## src/rtl/led_sb_ctrl_gen.sv

```systemverilog
// Memory-mapped LED controller with per-LED blink and optional global PWM brightness.
// Define LED_SB_PWM_EN to include the PWM_DUTY register and PWM counter.
module led_sb_ctrl_gen #(
  parameter int unsigned LED_W     = 16,
  parameter int unsigned BLINK_DIV = 10_000_000,
  parameter int unsigned PWM_W     = 8
) (
  input  logic             clk_i,
  input  logic             rst_ni,
  input  logic             req_i,
  input  logic             write_enable_i,
  input  logic [31:0]      addr_i,
  input  logic [31:0]      write_data_i,
  output logic [31:0]      read_data_o,
  output logic [LED_W-1:0] led_o
);

  localparam logic [31:0] ADDR_VAL    = 32'h00;
  localparam logic [31:0] ADDR_MODE   = 32'h04;
  localparam logic [31:0] ADDR_PERIOD = 32'h08;
  localparam logic [31:0] ADDR_DUTY   = 32'h0C;
  localparam logic [31:0] ADDR_STATUS = 32'h10;
  localparam logic [31:0] ADDR_RESET  = 32'h24;

  logic wr_en, rd_en, soft_rst, clear;
  logic pwm_on;

  logic [LED_W-1:0] led_val_reg, led_val_next;
  logic [LED_W-1:0] led_mode_reg, led_mode_next;
  logic [31:0]      blink_period_reg, blink_period_next;
  logic [31:0]      blink_cnt_reg, blink_cnt_next;
  logic             phase_reg, phase_next;
  logic [31:0]      read_data_reg, read_data_next;
  logic [LED_W-1:0] led_reg, led_next;

  assign wr_en    = req_i & write_enable_i;
  assign rd_en    = req_i & ~write_enable_i;
  assign soft_rst = wr_en && (addr_i == ADDR_RESET) && write_data_i[0];
  assign clear    = !rst_ni || soft_rst;

`ifdef LED_SB_PWM_EN
  logic [PWM_W-1:0] pwm_duty_reg, pwm_duty_next;
  logic [PWM_W-1:0] pwm_cnt_reg;

  assign pwm_on = (pwm_cnt_reg < pwm_duty_reg) || (pwm_duty_reg == {PWM_W{1'b1}});

  always_comb begin
    pwm_duty_next = pwm_duty_reg;
    if (wr_en && (addr_i == ADDR_DUTY)) begin
      pwm_duty_next = write_data_i[PWM_W-1:0];
    end
  end

  always_ff @(posedge clk_i) begin
    if (clear) begin
      pwm_duty_reg <= {PWM_W{1'b1}};
      pwm_cnt_reg  <= '0;
    end else begin
      pwm_duty_reg <= pwm_duty_next;
      pwm_cnt_reg  <= pwm_cnt_reg + 1'b1;
    end
  end
`else
  // Legal PWM_W is always >= 1, so brightness is permanently full.
  assign pwm_on = (PWM_W >= 1);
`endif

  always_comb begin
    led_val_next      = led_val_reg;
    led_mode_next     = led_mode_reg;
    blink_period_next = blink_period_reg;
    read_data_next    = read_data_reg;

    if (wr_en) begin
      case (addr_i)
        ADDR_VAL:    led_val_next  = write_data_i[LED_W-1:0];
        ADDR_MODE:   led_mode_next = write_data_i[LED_W-1:0];
        ADDR_PERIOD: blink_period_next = (write_data_i == 32'd0) ? 32'd1 : write_data_i;
        default:     ;
      endcase
    end

    if (rd_en) begin
      case (addr_i)
        ADDR_VAL:    read_data_next = 32'(led_val_reg);
        ADDR_MODE:   read_data_next = 32'(led_mode_reg);
        ADDR_PERIOD: read_data_next = blink_period_reg;
`ifdef LED_SB_PWM_EN
        ADDR_DUTY:   read_data_next = 32'(pwm_duty_reg);
`endif
        ADDR_STATUS: read_data_next = {31'd0, phase_reg};
        default:     read_data_next = 32'd0;
      endcase
    end
  end

  // A period write restarts the half-period so a shorter period never skips its wrap.
  always_comb begin
    blink_cnt_next = blink_cnt_reg + 32'd1;
    phase_next     = phase_reg;
    if (wr_en && (addr_i == ADDR_PERIOD)) begin
      blink_cnt_next = 32'd0;
      phase_next     = 1'b1;
    end else if (blink_cnt_reg >= blink_period_reg - 32'd1) begin
      blink_cnt_next = 32'd0;
      phase_next     = ~phase_reg;
    end
  end

  for (genvar gi = 0; gi < LED_W; gi++) begin : g_led
    assign led_next[gi] = led_val_reg[gi] & (~led_mode_reg[gi] | phase_reg) & pwm_on;
  end

  always_ff @(posedge clk_i) begin
    if (clear) begin
      led_val_reg      <= '0;
      led_mode_reg     <= '0;
      blink_period_reg <= BLINK_DIV;
      blink_cnt_reg    <= 32'd0;
      phase_reg        <= 1'b1;
      read_data_reg    <= 32'd0;
      led_reg          <= '0;
    end else begin
      led_val_reg      <= led_val_next;
      led_mode_reg     <= led_mode_next;
      blink_period_reg <= blink_period_next;
      blink_cnt_reg    <= blink_cnt_next;
      phase_reg        <= phase_next;
      read_data_reg    <= read_data_next;
      led_reg          <= led_next;
    end
  end

  assign read_data_o = read_data_reg;
  assign led_o       = led_reg;

endmodule

```

## config.mk

```make
export PLATFORM = sky130hd
export DESIGN_NAME = led_sb_ctrl_gen
export DESIGN_NICKNAME = d
export VERILOG_FILES = /design/src/rtl/led_sb_ctrl_gen.sv
export SDC_FILE = /design/constraint.sdc
export NUM_CORES = 1
export LEC_CHECK = 0
export ABC_CLOCK_PERIOD_IN_PS = 3740
export CORE_MARGIN = 3
export CORE_UTILIZATION = 40
export DETAILED_ROUTE_END_ITERATION = 16
export MAX_ROUTING_LAYER = met4
export PLACE_DENSITY = 0.65
export SYNTH_ARGS = -nofsm -noshare
export SYNTH_HDL_FRONTEND = slang
export SYNTH_SLANG_ARGS = --single-unit
```

## constraint.sdc

```tcl
create_clock -name clk_i -period 3.74 [get_ports clk_i]
set_input_delay 0.561 -clock clk_i [delete_from_list [all_inputs] [get_ports clk_i]]
set_output_delay 0.561 -clock clk_i [all_outputs]
set_load 0.1 [all_outputs]
```

* Word level (Yosys, flattened, before mapping) *
Index checks and enable logic that the tools add are counted.

word-level totals
  register bits after elaboration = 145
  bits of input ports = 68
  output and inout bits = 48
  logic and storage cells = 80

cells by class
  add/sub/neg operators = 2
  order comparisons = 1
  equal/unequal tests = 4
  muxes and demuxes = 2
  bitwise gates (word level) = 52
  reduce and logical (&&, ||, !) cells = 12

operators by type and width
  operator                                                              number
  32-bit case mux with 4 select lines                                   1
  32-bit zero test                                                      2
  32-bit by 1-bit adder with 32-bit output, second input constant       1
  32-bit by 3-bit == test with 1-bit output, second input constant      1
  32-bit by 4-bit == test with 1-bit output, second input constant      1
  32-bit by 5-bit == test with 1-bit output, second input constant      1
  32-bit by 6-bit == test with 1-bit output, second input constant      1
  32-bit >= comparator                                                  1
  32-bit two-way mux                                                    1
  32-bit by 1-bit subtractor with 32-bit output, second input constant  1
  1-bit AND                                                             18
  1-bit NOT                                                             18
  1-bit bitwise OR                                                      16
  2-bit AND reduction                                                   3
  1-bit logical AND                                                     3
  3-bit OR reduction                                                    1
  2-bit OR reduction                                                    1
  1-bit zero test                                                       1
  1-bit logical OR                                                      1

* Longest topological paths before layout *
  depth in word-level cells = 5
  depth in mapped cells = 14

* Least setup slack after synthesis *
No wires, ideal clock.

  path type = reg2reg
  from = register blink_period_reg[2]
  to = register blink_cnt_reg[23]
  setup time = 0.117 ns
  arrival time = 3.300 ns
  required time = 3.623 ns
  setup slack = 0.323 ns
  cell stages (with the launch flop) = 14
  cell sequence = dfxtp_1 > nor4_2 > nand2_1 > or2_2 > or4_1 > xor2_1 > ha_1 > nand4_1 > or3_1 > o32ai_1 > o41ai_1 > nand3_1 > buf_2 > nor2_1

between the ends
  cells in the longest elaborated chain, start to end = 3

ends and longest elaborated chain
  element                                        line  RTL
  start, declared                                30    logic [31:0] blink_period_reg, blink_period_next;
  start signal, assigned                         126   blink_period_reg <= blink_period_next;
  32-bit by 1-bit subtractor with 32-bit output  104   end else if (blink_cnt_reg >= blink_period_reg - 32'd1) begin
  32-bit >= comparator                           104
  3-bit OR reduction (no source line)            -
  end signal, assigned                           127   blink_cnt_reg <= blink_cnt_next;
  end, declared                                  31    logic [31:0] blink_cnt_reg, blink_cnt_next;

Every way passes these cells.
A chain may end at the register's enable or synchronous reset.

* Worst setup path in the final report *
  from = register blink_period_reg[11]
  to = register blink_cnt_reg[26]

The elaborated chain is that of the path after synthesis.

==> results.py <==
metrics = {
    "place": {
        "pre_cts_ws_ns": 0.169,
        "io_buffers": 115,
        "place_inst": 1104,
        "hpwl_mm": 13.7,
        "place.gp.congestion": 0.877,
    },
    "critical_path": {
        "cp_slowest_cell": "or4_4",
        "crit_path_cell_trace": "or4_4 > nor4b_4 > nand4_1 > nor2_2 > nand2_1 > xor2_1 > ha_1 > nand4_1 > or3_1 > nor2_1 > o41ai_2 > nand3_2 > clkbuf_16 > nor2_1",
        "critPathKind": "flip-flop to flip-flop",
        "cp_num_buf_inv": 1,
        "end_kind": "flip-flop",
        "crit_required_ns": 4.05,
        "path_delay_family": "simple AND/OR/NAND/NOR gates",
        "cp_max_fo": 16,
        "startpoint_type": "flip-flop",
        "cp_slowest_stage_delay_ns": 0.53,
        "worstPathArrival_ns": 3.89,
    },
    "finish": {
        "num_antenna_cells": 0,
        "syn2layout_area_growth_pct": 29.8,
        "register_area_um2": 2900,
        "drive_gt1_share_pct": 7.83,
        "multi_input_area_um2": 3780,
        "fillCellCount": 1551,
        "stdcell_count": 1139,
        "nNetsFinal": 1008,
    },
    "cts": {
        "h-tree-depth": 4,
        "clock-root-buffer": "clkbuf_16",
        "cts_tree": "yes",
        "clock_latency_ns": 0.43,
        "clockBufferDepth": 2,
        "cts_buffers": 17,
        "clock_sinks": 145,
        "clkTransAtPathRegs_ns": 0.07,
        "hold_buffers": 0,
    },
    "sta": {
        "slew_viol_final": 0,
        "tightest_slew_ns": 1.03,
        "max_freq_mhz": 279,
        "fin_crit_sh_pct": 95.8,
        "finalHoldViolCount": 0,
        "fin_skew_ns": 0.0134,
        "fin_crit_ns": 3.58,
        "slew_headroom_pct": 30.9,
        "hold_slack_ns": 0.457,
        "postLayoutSetupSlackWorst_ns": 0.158,
        "setup_viol": 0,
    },
    "yosys": {
        "yosysWarnings": 0,
        "syn_area_um2": 6910,
        "synth_edf_count": 0,
        "ys_types": 52,
        "synth.ff_latch_count": 145,
        "syn_avg_cell_area_um2": 8.74,
        "synth_nets": 892,
        "async_flop_share_pct": 0,
        "ys.flop_type": "dfxtp_1",
        "syn_inst": 790,
        "yosysSeqAreaShare_pct": 42.0,
    },
    "grt": {
        "grt_pass1_wl_mm": 30.5,
        "grt_overflow": 0,
        "antenna_found_initial": 0,
        "grt_util_all_layers_pct": 21.0,
        "grt_max_degree": 63,
        "grt_pass1_vias": 5783,
    },
    "power": {
        "finalPower_w": 0.00335,
        "vdd_drop_max_mv": 0.335,
        "power.density_nw_per_um2": 373,
        "cellLeakagePower_nw": 3.24,
    },
    "job": {
        "drv_cap": 0,
    },
    "detailed_routing": {
        "drt_pre_antenna_iters": 5,
        "wl_per_cell_um": 16.8,
        "vias": 6168,
        "ant_nets": 0,
        "first_iter_violations": 357,
        "wl_mm": 19.2,
        "drc_errors": 0,
        "via_per_inst": 5.42,
    },
    "die": {
        "die_w_um": 137,
        "core_um2": 16800,
        "row_count": 47,
        "die-height_um": 137,
        "die_area_um2": 18900,
        "start_util_pct": 41.2,
        "ioPinCount": 116,
    },
    "status": {
        "outcome": "finished, final reports clean",
    },
    "min_path": {
        "hold_class": "flip-flop to flip-flop",
    },
}
cell families (layout without fill, tap and decap cells):
group | count (synthesis) | count (layout) | synth area share (%)
AND/OR/NAND/NOR | 313 | 313 | 22.5
multiplexers | 16 | 16 | 2.32
flip-flops | 145 | 145 | 42.0
buffers and inverters | 65 | 194 | 3.84
adder cells (fa/ha/maj) | 34 | 34 | 6.16
AO/OA/AOI/OAI | 157 | 157 | 15.6
XOR/XNOR | 60 | 60 | 7.61
cells in the mapped netlist, types with 8 or more instances:
| library cell | number | area (µm²) |
|---|---|---|
| a211oi_1 | 17 | 128 |
| a21oi_1 | 45 | 225 |
| a22o_1 | 23 | 201 |
| a22oi_1 | 31 | 233 |
| and3_1 | 8 | 50.1 |
| buf_2 | 11 | 55.1 |
| clkbuf_1 | 24 | 90.1 |
| dfxtp_1 | 145 | 2900 |
| ha_1 | 34 | 425 |
| inv_1 | 25 | 93.8 |
| mux2i_1 | 16 | 160 |
| nand2_1 | 110 | 413 |
| nand3_1 | 19 | 95.1 |
| nand4_1 | 15 | 93.8 |
| nor2_1 | 92 | 345 |
| nor3_1 | 13 | 65.1 |
| nor4_1 | 15 | 93.8 |
| o21ai_0 | 19 | 95.1 |
| or3_1 | 8 | 50.1 |
| xnor2_1 | 29 | 254 |
| xor2_1 | 31 | 272 |
power by group:
part,switching (W),internal (W)
Combinational,0.0000828,0.0000871
Sequential,0.00000334,0.00155
Clock,0.000737,0.000891
cell type report:
cell class / count / area share (%)
Clock inverter: 13 / 1.34
Timing Repair Buffer: 136 / 15.1
Multi-Input combinational cell: 580 / 42.1
Inverter: 26 / 1.09
Clock buffer: 19 / 4.94
Sequential cell: 145 / 32.4
Tap cell: 220 / 3.07
per-layer routing:
layer,vias up,GRT usage (%),share of wire [%]
met5,-,-,0
met3,15,3.87,4.8
li1,3056,-,-
met4,0,5.54,0.99
met2,166,31.0,46
met1,2931,29.7,49
through the flow:
stage	instance area, µm²	util [%]	setup TNS, ns
after floorplan	6910	-	0
after global placement	8340	49.8	0
after detailed placement	8340	49.8	0
after CTS	8910	53.1	0
after global routing	8970	53.5	-0.109
final	8970	53.5	0
path summary, 6_finish.rpt:
check	startpoint	slack (ns)	cells past startpoint	to
max	blink_period_reg[11]$_SDFFE_PP0P_	0.16	14	blink_cnt_reg[26]$_SDFF_PP0_
min	led_val_reg[7]$_SDFFE_PP0P_	0.46	2	led_o[7]$_SDFF_PP0_
max reg2reg	blink_period_reg[11]$_SDFFE_PP0P_	0.16	14	blink_cnt_reg[26]$_SDFF_PP0_
min reg2reg	led_val_reg[7]$_SDFFE_PP0P_	0.46	2	led_o[7]$_SDFF_PP0_
worst reg2reg max path: stages (launching register included):
cell and delay [ns]:
dfxtp_1 0.35, or4_4 0.53, nor4b_4 0.33, nand4_1 0.28, nor2_2 0.21, nand2_1 0.08
xor2_1 0.15, ha_1 0.30, nand4_1 0.12, or3_1 0.42, nor2_1 0.16, o41ai_2 0.12
nand3_2 0.16, clkbuf_16 0.20, nor2_1 0.05
repair_timing:
action | CTS | global route
endpoints found under the setup margin | 0 | 32
buffers inserted | 0 | 2
resized for setup | 0 | 4
layout by cell type, fill, tap and decap left out, types with 8 or more instances in the layout:
cell type,instances
a211oi_1,17
a21oi_1,45
a22o_1,23
a22oi_1,31
and3_1,8
buf_4,18
clkbuf_16,18
clkdlybuf4s50_1,115
dfxtp_1,145
ha_1,34
inv_1,25
mux2i_1,16
nand2_1,110
nand3_1,18
nand4_1,15
nor2_1,91
nor3_1,13
nor4_1,15
o21ai_0,19
or3_1,8
xnor2_1,29
xor2_1,31
(Power assumes the default switching activity.)
